File: config.mk
export PLATFORM = sky130hd
export DESIGN_NAME = des_perm_pipe
export DESIGN_NICKNAME = d
export VERILOG_FILES = /design/src/rtl/des_perm_pipe_pkg.sv /design/src/rtl/des_pipe_stage.sv /design/src/rtl/des_perm_pipe.sv
export SDC_FILE = /design/constraint.sdc
export NUM_CORES = 1
export LEC_CHECK = 0
export CAP_MARGIN = 20
export CORE_UTILIZATION = 40
export DETAILED_ROUTE_END_ITERATION = 16
export PLACE_DENSITY = 0.73
export SYNTH_ARGS = -nofsm -noshare
export SYNTH_HDL_FRONTEND = slang
export SYNTH_SLANG_ARGS = --single-unit
File: constraint.sdc
create_clock -name clk -period 3.6 [get_ports clk]
set_input_delay 0.72 -clock clk [delete_from_list [all_inputs] [get_ports clk]]
set_output_delay 0.72 -clock clk [all_outputs]
set_load 0.05 [all_outputs]
File: src/rtl/des_perm_pipe_pkg.sv
package des_pkg;

  typedef enum logic [1:0] {
    DES_MODE_IP  = 2'b00,
    DES_MODE_FP  = 2'b01,
    DES_MODE_BYP = 2'b10,
    DES_MODE_RSV = 2'b11
  } des_mode_e;

  // Standard DES IP table, 1-based source bit numbers; out[i] = in[DES_IP_TBL[i]-1].
  localparam int unsigned DES_IP_TBL [64] = '{
    58, 50, 42, 34, 26, 18, 10,  2,
    60, 52, 44, 36, 28, 20, 12,  4,
    62, 54, 46, 38, 30, 22, 14,  6,
    64, 56, 48, 40, 32, 24, 16,  8,
    57, 49, 41, 33, 25, 17,  9,  1,
    59, 51, 43, 35, 27, 19, 11,  3,
    61, 53, 45, 37, 29, 21, 13,  5,
    63, 55, 47, 39, 31, 23, 15,  7
  };

  function automatic logic [63:0] des_ip(input logic [63:0] d);
    logic [63:0] r;
    logic [5:0]  idx;
    r = '0;
    for (int unsigned i = 0; i < 64; i++) begin
      idx        = 6'(DES_IP_TBL[6'(i)] - 1);
      r[6'(i)]   = d[idx];
    end
    return r;
  endfunction

  // FP is the inverse mapping: scatter through the IP table instead of gathering.
  function automatic logic [63:0] des_fp(input logic [63:0] d);
    logic [63:0] r;
    logic [5:0]  idx;
    r = '0;
    for (int unsigned i = 0; i < 64; i++) begin
      idx    = 6'(DES_IP_TBL[6'(i)] - 1);
      r[idx] = d[6'(i)];
    end
    return r;
  endfunction

endpackage

File: src/rtl/des_pipe_stage.sv
module des_pipe_stage #(
  parameter int unsigned TAG_W = 4
) (
  input  logic             clk,
  input  logic             rst_n,
  input  logic             flush,
  input  logic             up_valid,
  input  logic [63:0]      up_data,
  input  logic [TAG_W-1:0] up_tag,
  input  logic             dn_ready,
  output logic             valid,
  output logic [63:0]      data,
  output logic [TAG_W-1:0] tag
);

  logic             valid_q, valid_d;
  logic [63:0]      data_q, data_d;
  logic [TAG_W-1:0] tag_q, tag_d;
  logic             take;

  always_comb begin
    take    = up_valid && (!valid_q || dn_ready);
    valid_d = valid_q;
    data_d  = data_q;
    tag_d   = tag_q;
    if (valid_q && dn_ready) begin
      valid_d = 1'b0;
    end
    if (take) begin
      valid_d = 1'b1;
      data_d  = up_data;
      tag_d   = up_tag;
    end
    if (flush) begin
      valid_d = 1'b0;
    end
  end

  always_ff @(posedge clk or negedge rst_n) begin
    if (!rst_n) begin
      valid_q <= 1'b0;
      data_q  <= '0;
      tag_q   <= '0;
    end else begin
      valid_q <= valid_d;
      data_q  <= data_d;
      tag_q   <= tag_d;
    end
  end

  assign valid = valid_q;
  assign data  = data_q;
  assign tag   = tag_q;

endmodule

File: src/rtl/des_perm_pipe.sv
module des_perm_pipe
  import des_pkg::*;
#(
  parameter int unsigned PIPE_DEPTH = 2,
  parameter int unsigned TAG_W      = 4
) (
  input  logic             clk,
  input  logic             rst_n,
  input  logic             flush,
  input  logic             in_valid,
  output logic             in_ready,
  input  logic [1:0]       in_mode,
  input  logic [63:0]      in_data,
  input  logic [TAG_W-1:0] in_tag,
  output logic             out_valid,
  input  logic             out_ready,
  output logic [63:0]      out_data,
  output logic [TAG_W-1:0] out_tag,
  output logic [2:0]       occupancy,
  output logic             err_sticky
);

  if (PIPE_DEPTH < 1 || PIPE_DEPTH > 4) begin : g_bad_depth
    $error("des_perm_pipe: PIPE_DEPTH must be in 1..4");
  end
  if (TAG_W < 1 || TAG_W > 16) begin : g_bad_tag
    $error("des_perm_pipe: TAG_W must be in 1..16");
  end

  logic [PIPE_DEPTH-1:0] stg_valid;
  logic [PIPE_DEPTH-1:0] stg_dn_ready;
  logic [63:0]           stg_data [PIPE_DEPTH];
  logic [TAG_W-1:0]      stg_tag  [PIPE_DEPTH];

  des_mode_e   mode;
  logic [63:0] perm_data;
  logic        accept;
  logic        emit;
  logic        err_sticky_q, err_sticky_d;
  logic [2:0]  occupancy_q, occupancy_d;

  always_comb begin
    mode      = des_mode_e'(in_mode);
    perm_data = in_data;
    case (mode)
      DES_MODE_IP: perm_data = des_ip(in_data);
      DES_MODE_FP: perm_data = des_fp(in_data);
      default:     perm_data = in_data;
    endcase
  end

  for (genvar k = 0; k < PIPE_DEPTH; k++) begin : g_stage
    logic             up_valid;
    logic [63:0]      up_data;
    logic [TAG_W-1:0] up_tag;

    if (k == 0) begin : g_head
      assign up_valid = in_valid && !flush;
      assign up_data  = perm_data;
      assign up_tag   = in_tag;
    end else begin : g_body
      assign up_valid = stg_valid[k-1];
      assign up_data  = stg_data[k-1];
      assign up_tag   = stg_tag[k-1];
    end

    // Ready chain flattened: downstream of stage k can take a word when
    // out_ready is high or any later stage is empty.
    if (k == PIPE_DEPTH - 1) begin : g_last
      assign stg_dn_ready[k] = out_ready;
    end else begin : g_mid
      assign stg_dn_ready[k] = out_ready || !(&stg_valid[PIPE_DEPTH-1:k+1]);
    end

    des_pipe_stage #(
      .TAG_W(TAG_W)
    ) u_stage (
      .clk     (clk),
      .rst_n   (rst_n),
      .flush   (flush),
      .up_valid(up_valid),
      .up_data (up_data),
      .up_tag  (up_tag),
      .dn_ready(stg_dn_ready[k]),
      .valid   (stg_valid[k]),
      .data    (stg_data[k]),
      .tag     (stg_tag[k])
    );
  end

  assign in_ready = !flush && (!stg_valid[0] || stg_dn_ready[0]);
  assign accept   = in_valid && in_ready;
  assign emit     = stg_valid[PIPE_DEPTH-1] && out_ready;

  always_comb begin
    err_sticky_d = err_sticky_q;
    occupancy_d  = occupancy_q;
    if (accept && mode == DES_MODE_RSV) begin
      err_sticky_d = 1'b1;
    end
    if (accept && !emit) begin
      occupancy_d = occupancy_q + 3'd1;
    end else if (!accept && emit) begin
      occupancy_d = occupancy_q - 3'd1;
    end
    if (flush) begin
      err_sticky_d = 1'b0;
      occupancy_d  = '0;
    end
  end

  always_ff @(posedge clk or negedge rst_n) begin
    if (!rst_n) begin
      err_sticky_q <= 1'b0;
      occupancy_q  <= '0;
    end else begin
      err_sticky_q <= err_sticky_d;
      occupancy_q  <= occupancy_d;
    end
  end

  assign out_valid  = stg_valid[PIPE_DEPTH-1];
  assign out_data   = stg_data[PIPE_DEPTH-1];
  assign out_tag    = stg_tag[PIPE_DEPTH-1];
  assign occupancy  = occupancy_q;
  assign err_sticky = err_sticky_q;

endmodule

==> After elaboration in Yosys (flattened, before gate mapping) <==
Cells that the tools add are included.
Widths: inputs -> output; s select.
{ "op_classes": {"n_reduce_logical": 21, "n_eq_ne": 2, "add_sub_neg": 2, "muxes": 12} }
{ "ops": {"columns": ["operator", "count"], "rows": [
  ["$pmux 64 s2", 1],
  ["$logic_and 1x1->1", 9],
  ["$mux 3", 3],
  ["$reduce_bool 3->1", 3],
  ["$mux 1", 8],
  ["$logic_not 1->1", 5],
  ["$add 3x1->3 const B", 1],
  ["$sub 3x1->3 const B", 1],
  ["$eq 2x1->1 const B", 1],
  ["$eq 2x2->1 const B", 1],
  ["$logic_not 2->1", 1],
  ["$logic_or 1x1->1", 2],
  ["$reduce_bool 2->1", 1]
]} }
{ "word_totals": {"inputBits": 75, "reg_bits": 142, "out_inout_bits": 74, "elab_cells": 45} }

==> Longest topological paths before layout <==
{ "logic_depth": {"ltp_word": 10, "mapped_depth": 9, "mapped_depth_nobuf": 7} }

==> Modules after synthesis <==
From an unflattened synthesis, not the netlist that was laid out.
{ "hier_totals": {"hier_cells": 530, "hier_area_um2": 6702.7} }
{ "modules_own_cells": {"columns": ["mod", "n_inst", "area_each_um2", "cells_per_inst", "seq_area_each_um2"], "rows": [
  ["des_pipe_stage", 2, 2588.7, 149, 1726.7],
  ["des_perm_pipe", 1, 1525.2, 232, 100.1]
]} }

==> Least setup slack after synthesis <==
No wires, ideal clock.
{ "synth_path": {"path_kind": "input -> register", "start": "in out_ready", "end": "reg occupancy_q[2] (netlist: occupancy[2])", "cell_stages": 9, "setup_ns": 0.125, "t_arrival_ns": 2.344, "required_time_ns": 3.475, "slack_ns": 1.131, "path_buffers": 2, "path_cell_list": "buf_6 -> nand3b_1 -> nand2_4 -> buf_6 -> a21oi_1 -> fa_1 -> nand3_1 -> a2bb2oi_1 -> mux2_2"} }
{ "synth_between": {"elab_chain_cells": 7, "word_cells_on_any_way": 12, "classes_between": "mux: 2; reduce/logical: 10"} }
{ "synth_lines": {"columns": ["item", "line_no", "rtl"], "rows": [
  ["start, declared", "des_perm_pipe.sv:16", "input logic out_ready,"],
  ["$logic_or 1x1->1", "des_perm_pipe.sv:72", "assign stg_dn_ready[k] = out_ready || !(&stg_valid[PIPE_DEPTH-1:k+1]);"],
  ["$logic_or 1x1->1", "des_perm_pipe.sv:91", "assign in_ready = !flush && (!stg_valid[0] || stg_dn_ready[0]);"],
  ["$logic_and 1x1->1", "des_perm_pipe.sv:91", null],
  ["$logic_and 1x1->1", "des_perm_pipe.sv:92", "assign accept = in_valid && in_ready;"],
  ["$logic_and 1x1->1 / $logic_not 1->1 (equally long branches)", "des_perm_pipe.sv:101, des_perm_pipe.sv:103", null],
  ["$mux 3 / $logic_and 1x1->1 (equally long branches)", "des_perm_pipe.sv:101, des_perm_pipe.sv:103", null],
  ["$mux 3 / $reduce_bool 3->1 (equally long branches)", null, null],
  ["end signal, assigned", "des_perm_pipe.sv:118", "occupancy_q <= occupancy_d;"],
  ["end, declared", "des_perm_pipe.sv:40", "logic [2:0] occupancy_q, occupancy_d;"]
]} }
Parallel ways exist; a longest one is shown, timed or not.
A chain may end at the register's enable or synchronous reset.

==> Worst setup path in the final report <==
{ "layout_path": {"start": "in flush", "end": "out in_ready"} }
{ "layout_between": {"elab_chain_cells": 2} }
{ "layout_lines": {"columns": ["item", "line_no", "rtl"], "rows": [
  ["start, declared", "des_perm_pipe.sv:9", "input logic flush,"],
  ["$logic_not 1->1", "des_perm_pipe.sv:91", null],
  ["$logic_and 1x1->1", "des_perm_pipe.sv:91", null],
  ["end, declared", "des_perm_pipe.sv:11", "output logic in_ready,"]
]} }
No other way between the ends.

==> reports/results.ini <==
[layout]
layout_common_cells=145 x clkdlybuf4s50_1, 142 x dfrtp_1, 104 x mux2_2
fin_util_pct=53.9
drive_gt1_share_pct=24.8
finalNetCount=748
fin_cells=905
area_growth_pct=30.8
final_common_cell=clkdlybuf4s50_1
diodes=0

[routing]
vias=4516
first_iter_violations=215
vias_per_cell=4.99
wl_um=16100
dr.pass1.iters=6
drc=0
drtAntennaViolNets=0
post_drt_wl_per_cell_um=17.8

[floorplan]
die_w_um=133
num_io_pins=149
rows=47
die_area_um2=17700
core_um2=16600
die_h_um=133
start_util_pct=41.2

[critical_path]
critPathLaunchType=input pin
startpoint=flush
crit_path_end_kind=output port
crit_required_ns=2.88
critPathKind=input pin to output port
reg2reg_from=g_stage[1].u_stage.valid
crit_arrival_ns=2.32
cp_max_fo=13

[place]
dpl.cell_count=873
place_congestion=0.805
dp_hpwl_um=11200
port_buffers=148

[logic_synthesis]
netlist_area_um2=6860
yosys.cell_types.count=29
synth_edf_count=0
yosys.area.top_type=dfrtp_1
synth_area_leaders=dfrtp_1 52%, mux2_2 17%, mux2i_1 9.1%
synth-compound-area-share_pct=5.51
syn_nets=612
yosysSeqAreaShare_pct=51.8
synth_top_family_by_area=multiplexers
ys_warn_count=0
yosys.area_share.simple_pct=4.89
yosysTopAreaCellShare_pct=51.8
synth_cells=536
yosys.area_share.adder_pct=0.292
synthArstFlopShare_pct=100
syn-mean-instance-area_um2=12.8
synthXorXnorAreaFrac_pct=0
synthMuxAreaShare_pct=33.1
dominantRegCellSynth=dfrtp_1
ys_ff_latch=142

[global_route]
overflow=0
grt_pass1_wl_um=26000
antenna_found_initial=0
grt_pass1_vias=4740
grt_max_degree=124
grt_usage_pct=19.3

[sta]
finalCriticalPeriod_ns=3.04
setup_viol=0
fin_tns_setup_ns=0
maxSlewHeadroom_pct=31.8
worst_pin_slew_ns=1.02
slew_violations=0
clock.fmax_mhz=329
grt_setup_unrepaired=no
timing.final.crit_share_pct=84.5
skew_ns=0.00921
hold_viol=0

[power_and_ir_drop]
total_power_mw=5.95
ir_drop_uv=375
leakagePower_nw=4.01
power.density_nw_per_um2=664

[clocking]
post_cts_resized=0
clk_pin_slew_ns=0.05
cts_tree=yes
clkLatencyLatePin_ns=0.42
clk_path_buf_depth=2
cts_max_level=4
cts_root_buf=clkbuf_16
clock-sinks=142
holdBufCountCts=0
post_cts_buffers=0
numCtsBuffers=17

[worst_hold_path]
hold_class=input pin to asynchronous set/reset pin

[outcome]
status=finished clean

[job]
cap_viol_max_count=0

[path summary, 6_finish.rpt]
kind | end | slack [ns] | depth (start not counted)
setup / recovery | in_ready | 0.56 | 3
max in group asynchronous | g_stage[1].u_stage.data[31] | 2.48 | 2
hold reg to reg | g_stage[0].u_stage.data[48] | 0.49 | 1
min in group clk | g_stage[0].u_stage.data[48] | 0.49 | 1
hold / removal | occupancy[1] | 0.28 | 1
setup reg to reg | occupancy[2] | 1.49 | 7
[worst max-delay path: stages]
cell and delay, ns:
clkdlybuf4s50_1 0.62, nor2_1 0.17, clkdlybuf4s50_1 0.81
[cells by family (layout without fill, tap and decap cells)]
| logic type | after synthesis | count (layout) |
|---|---|---|
| multiplexers | 199 | 199 |
| flip-flops | 142 | 142 |
| AND/OR/NAND/NOR | 80 | 80 |
| AO/OA/AOI/OAI | 72 | 72 |
| buffers and inverters | 42 | 191 |
| adder cells (fa/ha/maj) | 1 | 1 |
[Yosys cell counts, types with 2 or more instances]
master	number
inv_1	4
nor2_1	9
mux2_1	5
mux2_2	104
clkbuf_1	6
buf_4	11
dfrtp_1	142
buf_8	2
nand2_1	62
o21ai_0	65
and3b_1	2
mux2i_1	62
a21oi_1	3
buf_6	9
buf_2	9
mux2_4	28
[sequential cells by signal (all words and copies together), names as in the netlist]
| signal | count |
|---|---|
| g_stage.u_stage.tag | 8 |
| g_stage.u_stage.valid | 2 |
| occupancy | 3 |
| g_stage.u_stage.data | 128 |
| err_sticky | 1 |
[per-layer routing]
metal	global-route usage, %	share of wire (%)	vias to the layer above
li1	-	-	2154
met1	25.1	45	2226
met2	29.7	46	110
met3	5.79	6.3	26
met4	8.68	2.7	0
met5	0	0	-
[per-stage QoR]
stage	area, um^2	hold slack [ns]	worst slack (ns)
after floorplan	6860	0.424	1.13
after global placement	8400	0.477	0.572
after detailed placement	8400	0.481	0.519
after CTS	8970	0.309	0.543
after global routing	8970	0.325	0.469
final	8970	0.279	0.557
[cell type report]
cell class / count / area, um^2
flip-flops and latches: 142 / 3550
clock buffers: 26 / 489
fillers: 1373 / 7670
clock inverters: 6 / 82.6
well taps: 220 / 275
inverters: 5 / 18.8
repair buffers: 154 / 1550
multi-input cells: 352 / 3000
[power by group]
part,total (mW),internal [mW],leakage [nW],switching [mW]
clock,1.70,1.07,0.278,0.625
combinational,2.08,0.841,2.01,1.24
sequential,2.18,1.97,1.72,0.210
No activity file was read; power rests on OpenSTA's default activity.
